<file path="src/rtl/qei_core_if.sv">
// Signal bundle between the QEI core and its wrapper.
// slave  : the core (takes raw encoder inputs and controls, drives results)
// master : the wrapper / testbench (drives inputs, observes results)
interface qei_core_if #(
  parameter int unsigned CNT_W = 16
);
  logic             enc_a;
  logic             enc_b;
  logic             enc_z;
  logic [1:0]       mode;
  logic             idx_clr_en;
  logic             clr;
  logic [CNT_W-1:0] count;
  logic             dir;
  logic             step;
  logic             err;
  logic [CNT_W-1:0] idx_latch;
  logic             idx_seen;
  logic [CNT_W-1:0] velocity;
  logic             vel_valid;

  modport slave (
    input  enc_a, enc_b, enc_z, mode, idx_clr_en, clr,
    output count, dir, step, err, idx_latch, idx_seen, velocity, vel_valid
  );

  modport master (
    output enc_a, enc_b, enc_z, mode, idx_clr_en, clr,
    input  count, dir, step, err, idx_latch, idx_seen, velocity, vel_valid
  );
endinterface

</file>
<file path="src/rtl/qei_core.sv">
// Quadrature encoder interface core.
// Synchronises and glitch-filters raw A/B/Z, decodes x4/x2/x1 into a wrapping
// position counter, tracks direction, flags illegal transitions, captures the
// count on index and measures net counts per fixed window (velocity).
// Ports:
//   clk   : system clock, all state on posedge
//   rst_n : asynchronous active-low reset
//   bus   : qei_core_if slave modport (encoder inputs, controls, results)
module qei_core #(
  parameter int unsigned CNT_W      = 16,
  parameter int unsigned FILT_LEN   = 4,
  parameter int unsigned VEL_PERIOD = 1000
) (
  input  logic        clk,
  input  logic        rst_n,
  qei_core_if.slave   bus
);

  localparam int unsigned FiltW = (FILT_LEN > 1) ? $clog2(FILT_LEN) : 1;
  localparam int unsigned WinW  = $clog2(VEL_PERIOD);
  localparam logic [FiltW-1:0] FiltLast = FiltW'(FILT_LEN - 1);
  localparam logic [WinW-1:0]  WinLast  = WinW'(VEL_PERIOD - 1);

  // Channel bit order in the input path: [2] = A, [1] = B, [0] = Z.
  logic [2:0]            sync1_q, sync2_q;
  logic [2:0]            filt_q, filt_d;
  logic [2:0][FiltW-1:0] fcnt_q, fcnt_d;

  logic [1:0]       ab_prev_q;
  logic             z_prev_q;
  logic [CNT_W-1:0] count_q, count_d;
  logic             dir_q, dir_d;
  logic             step_q, step_d;
  logic             err_q, err_d;
  logic [CNT_W-1:0] idx_latch_q, idx_latch_d;
  logic             idx_seen_q, idx_seen_d;
  logic [CNT_W-1:0] vel_acc_q, vel_acc_d;
  logic [CNT_W-1:0] velocity_q, velocity_d;
  logic             vel_valid_q, vel_valid_d;
  logic [WinW-1:0]  win_q, win_d;

  // Forward successor of a {A,B} state: 00 -> 01 -> 11 -> 10 -> 00.
  function automatic logic [1:0] fwd_of(input logic [1:0] s);
    logic [1:0] r;
    unique case (s)
      2'b00:   r = 2'b01;
      2'b01:   r = 2'b11;
      2'b11:   r = 2'b10;
      default: r = 2'b00;
    endcase
    return r;
  endfunction

  // Filter: the counter restarts whenever the synced sample agrees with the
  // accepted level, so only FILT_LEN consecutive disagreeing samples flip it.
  always_comb begin
    filt_d = filt_q;
    fcnt_d = fcnt_q;
    for (int i = 0; i < 3; i++) begin
      if (sync2_q[i] == filt_q[i]) begin
        fcnt_d[i] = '0;
      end else if (fcnt_q[i] == FiltLast) begin
        filt_d[i] = ~filt_q[i];
        fcnt_d[i] = '0;
      end else begin
        fcnt_d[i] = fcnt_q[i] + 1'b1;
      end
    end
  end

  logic [1:0]       ab;
  logic             z_rise;
  logic             moved, illegal, legal, is_fwd, active, counted;
  logic [CNT_W-1:0] cnt_step;
  logic [CNT_W-1:0] acc_sum;

  always_comb begin
    ab      = filt_q[2:1];
    z_rise  = filt_q[0] & ~z_prev_q;
    moved   = (ab != ab_prev_q);
    illegal = ((ab ^ ab_prev_q) == 2'b11);
    legal   = moved & ~illegal;
    is_fwd  = (ab == fwd_of(ab_prev_q));
    active  = (bus.mode != 2'b11);

    unique case (bus.mode)
      2'b00:   counted = legal;
      2'b01:   counted = legal & (ab[1] != ab_prev_q[1]);
      2'b10:   counted = legal & (((ab_prev_q == 2'b01) & (ab == 2'b11)) |
                                  ((ab_prev_q == 2'b11) & (ab == 2'b01)));
      default: counted = 1'b0;
    endcase

    if (!counted)    cnt_step = '0;
    else if (is_fwd) cnt_step = CNT_W'(1);
    else             cnt_step = '1;

    // Count: clr beats index clear beats the decoded step.
    count_d = count_q + cnt_step;
    if (bus.clr)                          count_d = '0;
    else if (z_rise && bus.idx_clr_en)    count_d = '0;
    step_d = (count_d != count_q);

    dir_d = dir_q;
    if (active && legal) dir_d = is_fwd;

    err_d = err_q;
    if (bus.clr)                  err_d = 1'b0;
    else if (active && illegal)   err_d = 1'b1;

    idx_latch_d = idx_latch_q;
    idx_seen_d  = idx_seen_q;
    if (bus.clr) begin
      idx_latch_d = '0;
      idx_seen_d  = 1'b0;
    end else if (z_rise) begin
      idx_latch_d = count_q;
      idx_seen_d  = 1'b1;
    end

    // Velocity counts real motion only; clr and index clears are ignored.
    acc_sum     = vel_acc_q + cnt_step;
    velocity_d  = velocity_q;
    vel_valid_d = 1'b0;
    if (win_q == WinLast) begin
      win_d       = '0;
      vel_acc_d   = '0;
      velocity_d  = acc_sum;
      vel_valid_d = 1'b1;
    end else begin
      win_d     = win_q + 1'b1;
      vel_acc_d = acc_sum;
    end
  end

  always_ff @(posedge clk or negedge rst_n) begin
    if (!rst_n) begin
      sync1_q     <= '0;
      sync2_q     <= '0;
      filt_q      <= '0;
      fcnt_q      <= '0;
      ab_prev_q   <= '0;
      z_prev_q    <= 1'b0;
      count_q     <= '0;
      dir_q       <= 1'b0;
      step_q      <= 1'b0;
      err_q       <= 1'b0;
      idx_latch_q <= '0;
      idx_seen_q  <= 1'b0;
      vel_acc_q   <= '0;
      velocity_q  <= '0;
      vel_valid_q <= 1'b0;
      win_q       <= '0;
    end else begin
      sync1_q     <= {bus.enc_a, bus.enc_b, bus.enc_z};
      sync2_q     <= sync1_q;
      filt_q      <= filt_d;
      fcnt_q      <= fcnt_d;
      // Previous state always tracks, even in hold, so re-enabling is clean.
      ab_prev_q   <= ab;
      z_prev_q    <= filt_q[0];
      count_q     <= count_d;
      dir_q       <= dir_d;
      step_q      <= step_d;
      err_q       <= err_d;
      idx_latch_q <= idx_latch_d;
      idx_seen_q  <= idx_seen_d;
      vel_acc_q   <= vel_acc_d;
      velocity_q  <= velocity_d;
      vel_valid_q <= vel_valid_d;
      win_q       <= win_d;
    end
  end

  assign bus.count     = count_q;
  assign bus.dir       = dir_q;
  assign bus.step      = step_q;
  assign bus.err       = err_q;
  assign bus.idx_latch = idx_latch_q;
  assign bus.idx_seen  = idx_seen_q;
  assign bus.velocity  = velocity_q;
  assign bus.vel_valid = vel_valid_q;

endmodule

</file>
<file path="src/flat_wrapper.sv">
// flat-port wrapper written by rule: the top's interface ports become plain ports
module qei_core_flat 
#(
  parameter int unsigned CNT_W      = 16,
  parameter int unsigned FILT_LEN   = 4,
  parameter int unsigned VEL_PERIOD = 1000
)
  (clk, rst_n, bus_enc_a, bus_enc_b, bus_enc_z, bus_mode, bus_idx_clr_en, bus_clr, bus_count, bus_dir, bus_step, bus_err, bus_idx_latch, bus_idx_seen, bus_velocity, bus_vel_valid);
  qei_core_if #(.CNT_W(CNT_W)) bus_i ();
  input  logic clk;
  input  logic rst_n;
  input wire logic [$bits(bus_i.enc_a)-1:0] bus_enc_a;
  input wire logic [$bits(bus_i.enc_b)-1:0] bus_enc_b;
  input wire logic [$bits(bus_i.enc_z)-1:0] bus_enc_z;
  input wire logic [$bits(bus_i.mode)-1:0] bus_mode;
  input wire logic [$bits(bus_i.idx_clr_en)-1:0] bus_idx_clr_en;
  input wire logic [$bits(bus_i.clr)-1:0] bus_clr;
  output wire logic [$bits(bus_i.count)-1:0] bus_count;
  output wire logic [$bits(bus_i.dir)-1:0] bus_dir;
  output wire logic [$bits(bus_i.step)-1:0] bus_step;
  output wire logic [$bits(bus_i.err)-1:0] bus_err;
  output wire logic [$bits(bus_i.idx_latch)-1:0] bus_idx_latch;
  output wire logic [$bits(bus_i.idx_seen)-1:0] bus_idx_seen;
  output wire logic [$bits(bus_i.velocity)-1:0] bus_velocity;
  output wire logic [$bits(bus_i.vel_valid)-1:0] bus_vel_valid;
  assign bus_i.enc_a = bus_enc_a;
  assign bus_i.enc_b = bus_enc_b;
  assign bus_i.enc_z = bus_enc_z;
  assign bus_i.mode = bus_mode;
  assign bus_i.idx_clr_en = bus_idx_clr_en;
  assign bus_i.clr = bus_clr;
  assign bus_count = bus_i.count;
  assign bus_dir = bus_i.dir;
  assign bus_step = bus_i.step;
  assign bus_err = bus_i.err;
  assign bus_idx_latch = bus_i.idx_latch;
  assign bus_idx_seen = bus_i.idx_seen;
  assign bus_velocity = bus_i.velocity;
  assign bus_vel_valid = bus_i.vel_valid;
  qei_core #(.CNT_W(CNT_W), .FILT_LEN(FILT_LEN), .VEL_PERIOD(VEL_PERIOD)) u_core (.clk(clk), .rst_n(rst_n), .bus(bus_i));
endmodule
</file>
<file path="config.mk">
export PLATFORM = sky130hd
export DESIGN_NAME = qei_core_flat
export DESIGN_NICKNAME = d
export VERILOG_FILES = /design/src/rtl/qei_core_if.sv /design/src/rtl/qei_core.sv /design/src/flat_wrapper.sv
export SDC_FILE = /design/constraint.sdc
export NUM_CORES = 1
export LEC_CHECK = 0
export CORE_UTILIZATION = 56
export CTS_BUF_LIST = sky130_fd_sc_hd__clkbuf_16
export DETAILED_ROUTE_END_ITERATION = 8
export PLACE_DENSITY = 0.86
export SLEW_MARGIN = 25
export SYNTH_ARGS = -nofsm -noshare
export SYNTH_HDL_FRONTEND = slang
export SYNTH_SLANG_ARGS = --single-unit
</file>
<file path="constraint.sdc">
create_clock -name clk -period 5.6 [get_ports clk]
set_clock_uncertainty 0.2 [all_clocks]
set_input_delay 0.84 -clock clk [delete_from_list [all_inputs] [get_ports clk]]
set_output_delay 0.84 -clock clk [all_outputs]
set_load 0.01 [all_outputs]
</file>
==> reports/metrics.csv, run 1 <==
metric,value,unit
path_depth,16,
reg2reg_depth,15,
crit_family,compound AO/OA/AOI/OAI gates,
p_leak,2.86,nW
grt_max_degree,63,
syn_inst,514,
wire_per_inst,17.2,um
place_ws,0.349,ns
via_per_inst,6.03,
tightest_slew,0.837,ns
final.fill_count,676,
ys_warn_count,0,
ctsHoldBuffers,0,
drtAntennaViolNets,0,
timing.final.crit_share,0.885,
ioPinCount,62,
ir_drop,0.000289,V
path_buf_inv,3,
rows,34,
synth.yosys.seq_area_share,0.468,
yosysMostFrequentCell,dfrtp_1,
synth_nets,563,
routed-via-count,4170,
ys_seq_elements,97,
cts_tree,yes,
die-area,9660,um^2
cts_resized,0,
holdWs,0.151,ns
dp_hpwl,8470,um
drt_first_pass_iters,6,
die_x,98.3,um
synth.distinct_cells,59,
crit_start,bus_mode[1],
synth_edf_count,0,
synth_ff_type,dfrtp_1,
path_cells,"clkdlybuf4s50_1, inv_1, ha_1, a31oi_1, nor2_1, nand2_1, inv_1, ha_1, a211oi_1, o31a_2, o21ai_1, and3_1, nor3_1, xnor2_1, nand4_1, a2111o_1",
worstReg2RegStart,u_core.filt_q[2]$_DFFE_PN0P_,
fin_setup_tns,0,ns
critPathCaptureType,flop,
cap_violations,0,
cts_buffers,9,
drt_wl_total,11900,um
r2r_slack,1.03,ns
async_flop_share,1.00,
synth_top_area_cell,dfrtp_1,
cts_buffer_depth,2,
first_global_vias,4327,
syn_avg_cell_area,10.1,um^2
drv_slew,0,
holdPathStages,0,
h-tree-depth,3,
gr-total-overflow,0,
grt_setup_unrepaired,false,
route.detailed.drc,0,
cp-start-kind,input pin,
multi_input_area,2640,um^2
regArea,2430,um^2
synth_area_leaders,"dfrtp_1, ha_1, nor2_1",
maxSlewHeadroom,0.441,
ys_top_cells_by_count,"dfrtp_1, nor2_1, nand2_1",
crit_fanout,17,
crit_slowest_cell,clkdlybuf4s50_1,
setup_viol,0,
required,5.63,ns
numPortBuffers,61,
fin_nets,628,
holdPathEnd,u_core.sync2_q[0]$_DFF_PN0_,
fmax,202,MHz
area_growth,20.0,%
hold_violations,0,
hp-start,u_core.sync1_q[0]$_DFF_PN0_,
r2r_end,u_core.bus.step$_DFF_PN0_,
antenna_cells,0,
postLayoutSetupSlackWorst,0.644,ns
netlist.area_leader.share,0.468,
critical_path_arrival,4.98,ns
synthesis.area,5190,um^2
gp_congestion,0.904,
die_h,98.3,um
cts.sinks,97,
start_util,0.587,
hp-class,reg2reg,
clk_pin_slew,0.07,ns
drtIter0Drc,167,
worst_path_largest_cell_delay,0.50,ns
powerDensity,609,nW/um^2
status,finished clean,
antenna_found_initial,0,
post-cts-setup-buffers,0,
cts_root_buf,clkbuf_16,
grt_pass1_wl,20300,um
fin_crit,4.96,ns
track_usage,0.263,
critical_path_class,in2reg,
fp.coreArea,8850,um^2
clk_latency,0.35,ns
drive_gt1_frac,0.0719,
[where the power goes]
group,total [mW],internal (mW),switching [mW]
logic,2.14,0.905,1.24
registers,1.03,0.885,0.148
clock network,0.616,0.316,0.300
[cell usage in the layout (no fill, tap or decap), types with 5 or more instances in the layout]
master	n
ha_1	38
nand2_1	42
inv_1	21
a22o_1	16
xor2_1	21
nor2_1	62
xnor2_1	22
a21oi_1	23
clkbuf_16	9
o21ai_0	30
a31oi_1	5
nand3_1	10
nor3_1	22
or3_1	6
clkdlybuf4s50_1	60
nand4_1	5
nor2b_1	9
buf_4	7
dfrtp_1	97
a211oi_1	5
[registers in the layout, summed over array words and instances, names as in the netlist]
register,count
u_core.ab_prev_q,2
u_core.bus.count,16
u_core.bus.dir,1
u_core.bus.err,1
u_core.bus.idx_latch,16
u_core.bus.idx_seen,1
u_core.bus.step,1
u_core.bus.vel_valid,1
u_core.bus.velocity,16
u_core.fcnt_q,6
u_core.filt_q,3
u_core.sync1_q,3
u_core.sync2_q,3
u_core.vel_acc_q,16
u_core.win_q,10
u_core.z_prev_q,1
[worst reg2reg max path: stages (launching register included)]
cell and delay (ns):
dfrtp_1 0.46, xor2_1 0.21, ha_1 0.29, nand2_1 0.08, nor2_1 0.19, nand2_1 0.11, inv_1 0.48, ha_1 0.35
a211oi_1 0.49, o31a_2 0.28, o21ai_1 0.10, and3_1 0.21, nor3_1 0.30, xnor2_1 0.17, nand4_1 0.11, a2111o_1 0.42
[per-layer routing]
metal,GRT usage,up-vias,share of wire
met1,0.330,2051,0.42
met5,0,-,0
li1,-,1961,-
met3,0.0401,23,0.050
met4,0.109,0,0.021
met2,0.454,135,0.51
[worst max path at each step]
stage | to | slack (ns)
6_report | u_core.bus.step$_DFF_PN0_ | 0.64
5_1_grt | u_core.bus.step$_DFF_PN0_ | 0.34
4_1_cts | u_core.bus.step$_DFF_PN0_ | 0.71
3_5_place_dp | u_core.bus.step$_DFF_PN0_ | 0.35
3_3_place_gp | u_core.bus.step$_DFF_PN0_ | 0.54
2_1_floorplan | u_core.bus.step$_DFF_PN0_ | 1.03
[metrics by stage]
step,total power [mW],cells,cell area (um^2),util
after floorplan,2.52,514,5190,-
after global placement,3.01,676,5930,0.670
after detailed placement,3.12,676,5930,0.670
after CTS,3.77,692,6230,0.704
after global routing,4.07,692,6230,0.704
final,3.79,692,6230,0.704
[layout make-up]
class	count	share of cell area
clock buffers	9	0.0362
clock inverters	7	0.0117
inverters	21	0.0127
multi-input cells	383	0.423
flip-flops and latches	97	0.390
well taps	108	0.0217
repair buffers	67	0.105
[logic make-up after synthesis]
family / synth area share
AND/OR/NAND/NOR: 0.157
AO/OA/AOI/OAI: 0.163
flip-flops: 0.468
XOR/XNOR: 0.0769
adder cells (fa/ha/maj): 0.0993
buffers and inverters: 0.0248
multiplexers: 0.0106
(Power assumes the default switching activity.)
==> inputs of run 2 (changes only) <==
--- a/config.mk
+++ b/config.mk
@@ -8,6 +8,7 @@
 export CORE_UTILIZATION = 56
 export CTS_BUF_LIST = sky130_fd_sc_hd__clkbuf_16
 export DETAILED_ROUTE_END_ITERATION = 8
+export MAX_ROUTING_LAYER = met4
 export PLACE_DENSITY = 0.86
 export SLEW_MARGIN = 25
 export SYNTH_ARGS = -nofsm -noshare
==> run 2 against run 1 <==
Net effect: the flow now finishes with violations (design-rule violations); critical path depth is 1 higher; flip-flop and latch count is the same; die area did not move; register-to-register slack better by 0.09 ns; total power decreased by 0.86%; via count shrank 1.0%; highest routed layer unchanged; sequential share of layout area hardly changed; final cell count unchanged; design area barely moved; hold slack worse by 0.0020 ns.
==> reports/metrics.csv, run 2 (synthesis results as in run 1) <==
metric,value,unit,change
status,"finished, violations left",,
violations,design-rule violations,,
cts_resized,0,,unchanged
cts_root_buf,clkbuf_16,,
grt_max_degree,63,,unchanged
cts.sinks,97,,unchanged
cts_buffers,9,,unchanged
route.detailed.drc,2,,+2
ir_drop,0.000300,V,+3.8%
cts_buffer_depth,2,,unchanged
fin_setup_tns,0,ns,unchanged
hold_violations,0,,unchanged
seq_power_share,0.275,,+0.003
grt_pass1_wl,19400,um,-4.2%
first_global_vias,4147,,-4.2%
p_int,2.10,mW,-0.18%
power,3.76,mW,-0.86%
r2r_slack,1.12,ns,+0.09 ns
final_common_cell,dfrtp_1,,
via_per_inst,5.97,,-1.0%
cp-start-kind,input pin,,
p_sw,1.66,mW,-1.7%
die-area,9660,um^2,unchanged
drv_slew,0,,unchanged
wire_per_inst,16.8,um,-2.2%
drt_wl_total,11600,um,-2.2%
cts_tree,yes,,
drtAntennaViolNets,0,,unchanged
final_cell_mix,"dfrtp_1, nor2_1, clkdlybuf4s50_1",,
antenna_cells,0,,unchanged
p_leak,2.86,nW,about the same
critPathCaptureType,flop,,
powerDensity,604,nW/um^2,-0.82%
power_switching_share,0.441,,-0.00381
setup_viol,0,,unchanged
track_usage,0.261,,-0.00118
ioPinCount,62,,unchanged
fp.coreArea,8850,um^2,unchanged
tightest_slew,0.825,ns,-0.0118 ns
clk_pin_slew,0.07,ns,about the same
maxSlewHeadroom,0.448,,+0.00789
post-cts-setup-buffers,0,,unchanged
fin_nets,628,,unchanged
clkPwrFrac,0.162,,about the same
drive_gt1_frac,0.0719,,unchanged
h-tree-depth,3,,unchanged
cap_violations,0,,unchanged
final.fill_count,655,,-3.1%
drt_first_pass_iters,8,,+2
timing.final.crit_share,0.868,,-0.0165
clk_latency,0.35,ns,about the same
critical_path_arrival,4.90,ns,-0.08 ns
gp_congestion,0.932,,+3.1%
antenna_found_initial,0,,unchanged
ctsHoldBuffers,0,,unchanged
die_h,98.3,um,unchanged
crit_fanout,12,,-5
grt_setup_unrepaired,false,,
hp-class,reg2reg,,
gr-total-overflow,0,,unchanged
critical_path_class,in2reg,,
die_x,98.3,um,unchanged
fmax,206,MHz,+1.9%
required,5.63,ns,about the same
area_growth,19.9,%,about the same
p_comb_frac,0.563,,-0.002
dp_hpwl,8140,um,-3.8%
routed-via-count,4128,,-1.0%
start_util,0.587,,unchanged
numPortBuffers,61,,unchanged
drtIter0Drc,123,,-26%
fin_crit,4.86,ns,-0.0926 ns
rows,34,,unchanged
[run 2: cell count changes in the layout (fill, tap and decap cells not counted)]
| cell | before | now |
|---|---|---|
| inv_8 | 2 | 1 |
| inv_6 | 2 | 3 |
[run 2: critical path: stages]
cell	delay (ns)
clkdlybuf4s50_1	0.52
inv_1	0.07
ha_1	0.27
a31oi_1	0.07
nor2_1	0.23
nand2_1	0.11
inv_1	0.36
buf_4	0.28
ha_1	0.33
a2111oi_2	0.37
nor3_1	0.13
a2111oi_2	0.39
nor3_1	0.13
a41o_1	0.28
o41ai_2	0.24
xnor2_1	0.17
a21oi_1	0.09
[run 2: power by group through the flow]
stage          Sequential [mW]  Combinational, mW  Clock, mW
3_3_place_gp              1.03               1.96          0
2_1_floorplan             1.03               1.49          0
6_report                  1.03               2.12      0.611
4_1_cts                   1.03               2.10      0.618
5_1_grt                   1.05               2.33      0.647
3_5_place_dp              1.04               2.06          0
[run 2: through the flow]
step | instances | hold WS (ns) | util | worst slack (ns) | cell area (um^2)
6_report | 692 | 0.149 | 0.703 | 0.737 | 6220
5_1_grt | 692 | 0.164 | 0.703 | 0.393 | 6220
4_1_cts | 692 | 0.151 | 0.703 | 0.777 | 6220
3_5_place_dp | 676 | 0.135 | 0.670 | 0.423 | 5930
3_3_place_gp | 676 | 0.133 | 0.670 | 0.646 | 5930
2_1_floorplan | 514 | 0.131 | - | 1.03 | 5190
[run 2: path summary, 6_finish.rpt]
check	from	end	cells after the start
min in group asynchronous	rst_n	u_core.bus.count[3]$_DFF_PN0_	1
hold / removal	u_core.sync1_q[0]$_DFF_PN0_	u_core.sync2_q[0]$_DFF_PN0_	0
hold reg to reg	u_core.sync1_q[0]$_DFF_PN0_	u_core.sync2_q[0]$_DFF_PN0_	0
max in group asynchronous	rst_n	u_core.filt_q[0]$_DFFE_PN0P_	2
setup reg to reg	u_core.filt_q[2]$_DFFE_PN0P_	u_core.bus.velocity[15]$_DFFE_PN0P_	16
setup / recovery	bus_mode[1]	u_core.bus.velocity[15]$_DFFE_PN0P_	17
[run 2: metal layers]
layer | vias up | share of wire | GRT usage
met3 | 28 | 0.041 | 0.0408
met4 | 0 | 0.022 | 0.115
met1 | 2030 | 0.43 | 0.307
li1 | 1958 | - | -
met5 | - | 0 | -
met2 | 112 | 0.51 | 0.445
[run 2: cell type report]
cell class	instances	area, um^2	area share
well taps	108	135	0.0217
multi-input cells	383	2640	0.423
clock buffers	9	225	0.0362
repair buffers	67	653	0.105
flip-flops and latches	97	2430	0.390
inverters	21	78.8	0.0127
clock inverters	7	70.1	0.0113
==> inputs of run 3 (changes only) <==
==> constraint.sdc (replaced) <==
create_clock -name clk -period 5.6 [get_ports clk]
set_clock_uncertainty 0.2 [all_clocks]
set_input_delay 0.84 -clock clk [delete_from_list [all_inputs] [get_ports clk]]
set_output_delay 0.84 -clock clk [all_outputs]
set_load 0.1 [all_outputs]
==> results of run 3 <==
Same layout as run 2 (identical final DEF). Status: finished, violations left: design-rule violations.
Main changes from that run: total power 3.76 mW -> 4.20 mW; worst IR drop on VDD 0.000300 V -> 0.000301 V
